===== src/rtl/cache_ri_line_fill.sv =====
// Line replacement engine for the cache data store.
// On a miss it optionally copies the victim line word by word from the data
// RAM out to main memory, then refills the same way/index from memory.
// It owns the replacement-side (ri_*) port of the data store for the whole
// operation and talks to a single-word Avalon-style memory bus.
module cache_ri_line_fill #(
    parameter int ADDR_WIDTH = 8,   // data RAM word address: {index, wordOffset}
    parameter int WORD_BITS  = 2    // log2(words per line), must be < ADDR_WIDTH
) (
    input  logic                             clk,
    input  logic                             rst_n,

    // Request side (miss controller)
    input  logic                             req_valid,
    input  logic                             req_writeback,
    input  logic [1:0]                       req_ch,
    input  logic [ADDR_WIDTH-WORD_BITS-1:0]  req_index,
    input  logic [31:0]                      req_wbAddr,
    input  logic [31:0]                      req_fillAddr,
    output logic                             busy,
    output logic                             done,

    // Replacement-side data store port
    output logic                             ri_sel,
    output logic [1:0]                       ri_rwChannel,
    output logic [ADDR_WIDTH-1:0]            ri_readAddress,
    input  logic [31:0]                      ri_readData,
    output logic [ADDR_WIDTH-1:0]            ri_writeAddress,
    output logic [3:0]                       ri_writeByteEnable,
    output logic                             ri_writeEnable,
    output logic [31:0]                      ri_writeData,

    // Memory bus
    output logic [31:0]                      mem_address,
    output logic                             mem_read,
    output logic                             mem_write,
    output logic [31:0]                      mem_writeData,
    input  logic                             mem_waitRequest,
    input  logic [31:0]                      mem_readData,
    input  logic                             mem_readDataValid
);

    localparam int IDX_W = ADDR_WIDTH - WORD_BITS;

    // Byte-offset bits inside one line; cleared from the request addresses so
    // any offset the miss controller passes in is ignored.
    localparam logic [31:0] LINE_MASK = 32'((64'd1 << (WORD_BITS + 2)) - 64'd1);

    typedef enum logic [2:0] {
        S_IDLE,
        S_WB_ADDR,
        S_WB_DATA,
        S_WB_WR,
        S_RF_REQ,
        S_RF_WAIT,
        S_DONE
    } state_t;

    state_t               state_q;
    logic [WORD_BITS-1:0] wordcnt_q;
    logic [WORD_BITS-1:0] wordcnt_d;
    logic [1:0]           ch_q;
    logic [IDX_W-1:0]     index_q;
    logic [31:0]          wbaddr_q;
    logic [31:0]          filladdr_q;
    logic                 busy_q;
    logic                 done_q;
    logic                 mem_read_q;
    logic                 mem_write_q;
    logic [31:0]          mem_wdata_q;

    logic                 last_word;
    logic                 in_wb_phase;
    logic [31:0]          line_addr;
    logic                 fill_strobe;

    // Word counter helpers shared by the writeback and refill loops.
    always_comb begin
        wordcnt_d = wordcnt_q + WORD_BITS'(1);
        last_word = &wordcnt_q;
    end

    // Main control FSM; all handshake outputs are registered here.
    always_ff @(posedge clk or negedge rst_n) begin
        if (!rst_n) begin
            state_q     <= S_IDLE;
            wordcnt_q   <= '0;
            ch_q        <= '0;
            index_q     <= '0;
            wbaddr_q    <= '0;
            filladdr_q  <= '0;
            busy_q      <= 1'b0;
            done_q      <= 1'b0;
            mem_read_q  <= 1'b0;
            mem_write_q <= 1'b0;
            mem_wdata_q <= '0;
        end else begin
            done_q <= 1'b0;
            case (state_q)
                S_IDLE: begin
                    if (req_valid) begin
                        ch_q       <= req_ch;
                        index_q    <= req_index;
                        wbaddr_q   <= req_wbAddr;
                        filladdr_q <= req_fillAddr;
                        wordcnt_q  <= '0;
                        busy_q     <= 1'b1;
                        if (req_writeback) begin
                            state_q <= S_WB_ADDR;
                        end else begin
                            state_q    <= S_RF_REQ;
                            mem_read_q <= 1'b1;
                        end
                    end
                end

                // RAM address is presented this cycle; data returns next cycle.
                S_WB_ADDR: begin
                    state_q <= S_WB_DATA;
                end

                S_WB_DATA: begin
                    mem_wdata_q <= ri_readData;
                    mem_write_q <= 1'b1;
                    state_q     <= S_WB_WR;
                end

                // Hold the write request (address and data) until accepted.
                S_WB_WR: begin
                    if (!mem_waitRequest) begin
                        mem_write_q <= 1'b0;
                        wordcnt_q   <= wordcnt_d;
                        if (last_word) begin
                            state_q    <= S_RF_REQ;
                            mem_read_q <= 1'b1;
                        end else begin
                            state_q <= S_WB_ADDR;
                        end
                    end
                end

                S_RF_REQ: begin
                    if (!mem_waitRequest) begin
                        mem_read_q <= 1'b0;
                        state_q    <= S_RF_WAIT;
                    end
                end

                // Only one read is ever outstanding, so the next return strobe
                // belongs to the current word.
                S_RF_WAIT: begin
                    if (mem_readDataValid) begin
                        wordcnt_q <= wordcnt_d;
                        if (last_word) begin
                            state_q <= S_DONE;
                            done_q  <= 1'b1;
                        end else begin
                            state_q    <= S_RF_REQ;
                            mem_read_q <= 1'b1;
                        end
                    end
                end

                S_DONE: begin
                    busy_q  <= 1'b0;
                    state_q <= S_IDLE;
                end

                default: begin
                    state_q <= S_IDLE;
                end
            endcase
        end
    end

    // Memory address mux: victim line during writeback, fill line otherwise.
    always_comb begin
        in_wb_phase = (state_q == S_WB_ADDR) || (state_q == S_WB_DATA) ||
                      (state_q == S_WB_WR);
        line_addr   = in_wb_phase ? wbaddr_q : filladdr_q;
        mem_address = (line_addr & ~LINE_MASK) | (32'(wordcnt_q) << 2);
    end

    // Refill writes go straight from the bus return into the RAM.
    always_comb begin
        fill_strobe        = (state_q == S_RF_WAIT) && mem_readDataValid;
        ri_writeEnable     = fill_strobe;
        ri_writeByteEnable = fill_strobe ? 4'hF : 4'h0;
        ri_writeData       = mem_readData;
    end

    assign busy            = busy_q;
    assign done            = done_q;
    assign ri_sel          = busy_q;
    assign ri_rwChannel    = ch_q;
    assign ri_readAddress  = {index_q, wordcnt_q};
    assign ri_writeAddress = {index_q, wordcnt_q};
    assign mem_read        = mem_read_q;
    assign mem_write       = mem_write_q;
    assign mem_writeData   = mem_wdata_q;

endmodule


===== config.mk =====
export PLATFORM = sky130hd
export DESIGN_NAME = cache_ri_line_fill
export DESIGN_NICKNAME = d
export VERILOG_FILES = /design/src/rtl/cache_ri_line_fill.sv
export SDC_FILE = /design/constraint.sdc
export NUM_CORES = 1
export LEC_CHECK = 0
export ABC_CLOCK_PERIOD_IN_PS = 3800
export CAP_MARGIN = 20
export CORE_MARGIN = 2
export CORE_UTILIZATION = 42
export DETAILED_ROUTE_END_ITERATION = 10
export HOLD_SLACK_MARGIN = 0.08
export PLACE_DENSITY_LB_ADDON = 0.05
export SLEW_MARGIN = 30
export SYNTH_ARGS = -nofsm -noshare
export SYNTH_HDL_FRONTEND = slang
export SYNTH_SLANG_ARGS = --single-unit
export TNS_END_PERCENT = 50

===== constraint.sdc =====
create_clock -name clk -period 3.8 [get_ports clk]
set_clock_uncertainty 0.15 [all_clocks]
set_input_delay 0.38 -clock clk [delete_from_list [all_inputs] [get_ports clk]]
set_output_delay 0.38 -clock clk [all_outputs]
set_load 0.02 [all_outputs]

==> impl_metrics.yaml <==
die:
  io_pins: 266
  fp.dieH_um: 111
  fp.dieArea_um2: 12300
  core_area_um2: 11300
  initial_utilization_pct: 42.5
  core.rowCount: 39
  die_x_um: 111
cells_and_area:
  syn_to_final_growth_pct: 40.8
  layout-drive-gt1-share_pct: 30.9
  utilization_pct: 59.9
  multi_input_area_um2: 1690
  register_area_um2: 2630
  diodes: 0
  fillCellCount: 936
  fin_nets: 627
  fin_area_um2: 6780
synth:
  synth_edf_count: 0
  synth-main-ff-cell: "dfrtp_1"
  syn_inst: 338
  synth_area_um2: 4820
  synth_cell_types: 31
  synth_common_cells: "124 x mux2_2, 105 x dfrtp_1, 54 x buf_4"
  synth_top_area_share_pct: 54.6
  yosysSeqAreaShare_pct: 54.6
  yosysMostFrequentCell: "mux2_2"
  async_flop_share_pct: 100
  postSynthAreaPerCell_um2: 14.2
  netlist_top_cells_area: "dfrtp_1 55%, mux2_2 29%, buf_4 8.4%"
  synth-seq-cells: 105
  ys.warnings.count: 0
  yosysTopAreaCell: "dfrtp_1"
hold_path:
  holdPathStages: 1
  holdCritPathClass: "flip-flop to flip-flop"
placement:
  place_congestion: 0.785
  io_buffers: 191
  hpwl_um: 7310
  placed_cell_area_um2: 6480
sta:
  worst_pin_slew_ps: 757
  fin_setup_tns_ps: 0
  timing.fmax_mhz: 314
  fin_crit_ps: 3180
  setup_viol: 0
  drv_slew: 0
  hold_viol: 0
  grt_setup_unrepaired: "false"
  period_share_pct: 83.7
  relSlewSlack_pct: 49.6
setup_path:
  ff2ff_path_depth: 4
  r2r_slack_ps: 1730
  endpoint_kind: "output pin"
  arrival_ps: 2650
  crit_path_max_incr_delay_ps: 590
  crit_path_cell_trace: "o21ai_4 -> buf_12 -> mux2_2 -> clkdlybuf4s50_1"
  crit_required_ps: 3270
  cp_slowest_cell: "clkdlybuf4s50_1"
  cp-start-kind: "flip-flop"
  crit_type: "flip-flop to output pin"
  cp_max_fo: 15
cts:
  htreeDepth: 3
  clockBufferDepth: 2
  cts_tree: "built"
  cts_num_sinks: 105
  clkLatencyLatePin_ps: 350
  cts_root_buffer: "clkbuf_16"
  ctsResizeCount: 0
  cts_buffers: 9
  path_clk_slew_ps: 70
global_route:
  grt_pass1_wl_um: 17500
  first_global_vias: 3465
  antenna_found_initial: 0
  grt_max_degree: 84
  grt_overflow: 0
  grt_usage_pct: 17.9
power_and_ir_drop:
  p_comb_share_pct: 53.8
  pwr-share-seq_pct: 31.9
  power-per-cell-area_nw_per_um2: 936
  p_sw_mw: 2.24
  worst_ir_drop_vdd_mv: 0.557
  p_int_mw: 4.10
  clkPwrFrac_pct: 14.3
  leakagePower_nw: 2.76
  switching_share_pct: 35.3
drt:
  num_vias: 3090
  drt-total-wl_um: 10300
  ant_nets: 0
  drt_iter0_markers: 80
  avgRoutedWirePerCell_um: 16.3
  vias_per_cell: 4.89
  post-route-drc-count: 0
  drt_pass1_iterations: 4
outcome:
  status: "finished clean"
run:
  max_cap_viol_count: 0
## through the flow
stage          std cells  setup WS, ps  hold WS (ps)  power (mW)
2_1_floorplan        339          1710         -65.6        4.17
3_3_place_gp         615           944           321        5.44
3_5_place_dp         615           972           327        5.49
4_1_cts              632           570           343        6.45
5_1_grt              632           469           354        6.74
6_report             632           620           334        6.35
## cell type report
class,count,share of cell area [%]
clock buffer,14,4.19
clock inverter,2,0.148
inverter,3,0.166
multi-input combinational,167,24.9
sequential,105,38.8
tap,143,2.64
timing repair buffer,198,29.2
## repair_timing
action,CTS,global route
hold endpoints to repair,81,0
setup buffers,0,0
hold buffers,1,0
setup endpoints to repair,0,0
## cells by family after synthesis
family                     Yosys count  share of synthesized area, %
AOI/OAI and AO/OA                   15                          2.42
adders and majority gates            1                         0.260
buffers and inverters               67                          10.6
DFF                                105                          54.6
muxes                              127                          29.7
other                                1                        0.0779
and+or+nand+nor                     22                          2.42
## worst max-delay path: cells and delay by family (launching register included)
kind	cells	cell delay (ps)
compound gates	1	560
buf+inv	2	820
flops	1	570
mux	1	340
## metal layers
| layer | GRT usage [%] | share of wire, % | wire length, µm | vias up |
|---|---|---|---|---|
| met5 | 0 | 0 | 0 | - |
| met4 | 6.01 | 1.4 | 142 | 0 |
| met3 | 9.79 | 11 | 1160 | 21 |
| met2 | 27.2 | 46 | 4680 | 146 |
| met1 | 21.9 | 42 | 4300 | 1511 |
| li1 | - | - | - | 1412 |
## final timing paths
check,endpoint,start
hold reg to reg,mem_write,mem_write
setup / recovery,mem_address[25],state_q[1]
hold / removal,mem_write,mem_write
min in group asynchronous,filladdr_q[8],rst_n
setup reg to reg,mem_writeData[20],state_q[1]
max in group asynchronous,wbaddr_q[26],rst_n
## layout by cell type (no fill, tap or decap), drive strengths merged, types with 2 or more instances in the layout
cell | Yosys | routed
clkbuf | 0 | 14
a31oi | 3 | 3
mux2 | 126 | 126
buf | 64 | 7
o21ai | 4 | 4
clkdlybuf4s50 | 0 | 190
nand2 | 6 | 6
o22ai | 2 | 2
nor2 | 5 | 5
nand2b | 3 | 3
clkinv | 0 | 2
inv | 3 | 3
conb | 1 | 2
dfrtp | 105 | 105
nor3 | 4 | 4
## power groups by stage
stage | logic (mW) | registers (mW) | clock network, mW
after floorplan | 1.93 | 2.24 | 0
after global placement | 3.42 | 2.02 | 0
after detailed placement | 3.44 | 2.05 | 0
after CTS | 3.47 | 2.03 | 0.947
after global routing | 3.63 | 2.12 | 0.992
final | 3.41 | 2.02 | 0.911
## registers in the layout, indices dropped and copies added, names as in the netlist
name           count
busy               1
done               1
filladdr_q        28
index_q            6
mem_read           1
mem_write          1
mem_writeData     32
ri_rwChannel       2
state_q            3
wbaddr_q          28
wordcnt_q          2
Power figures use the tool's default switching activity.
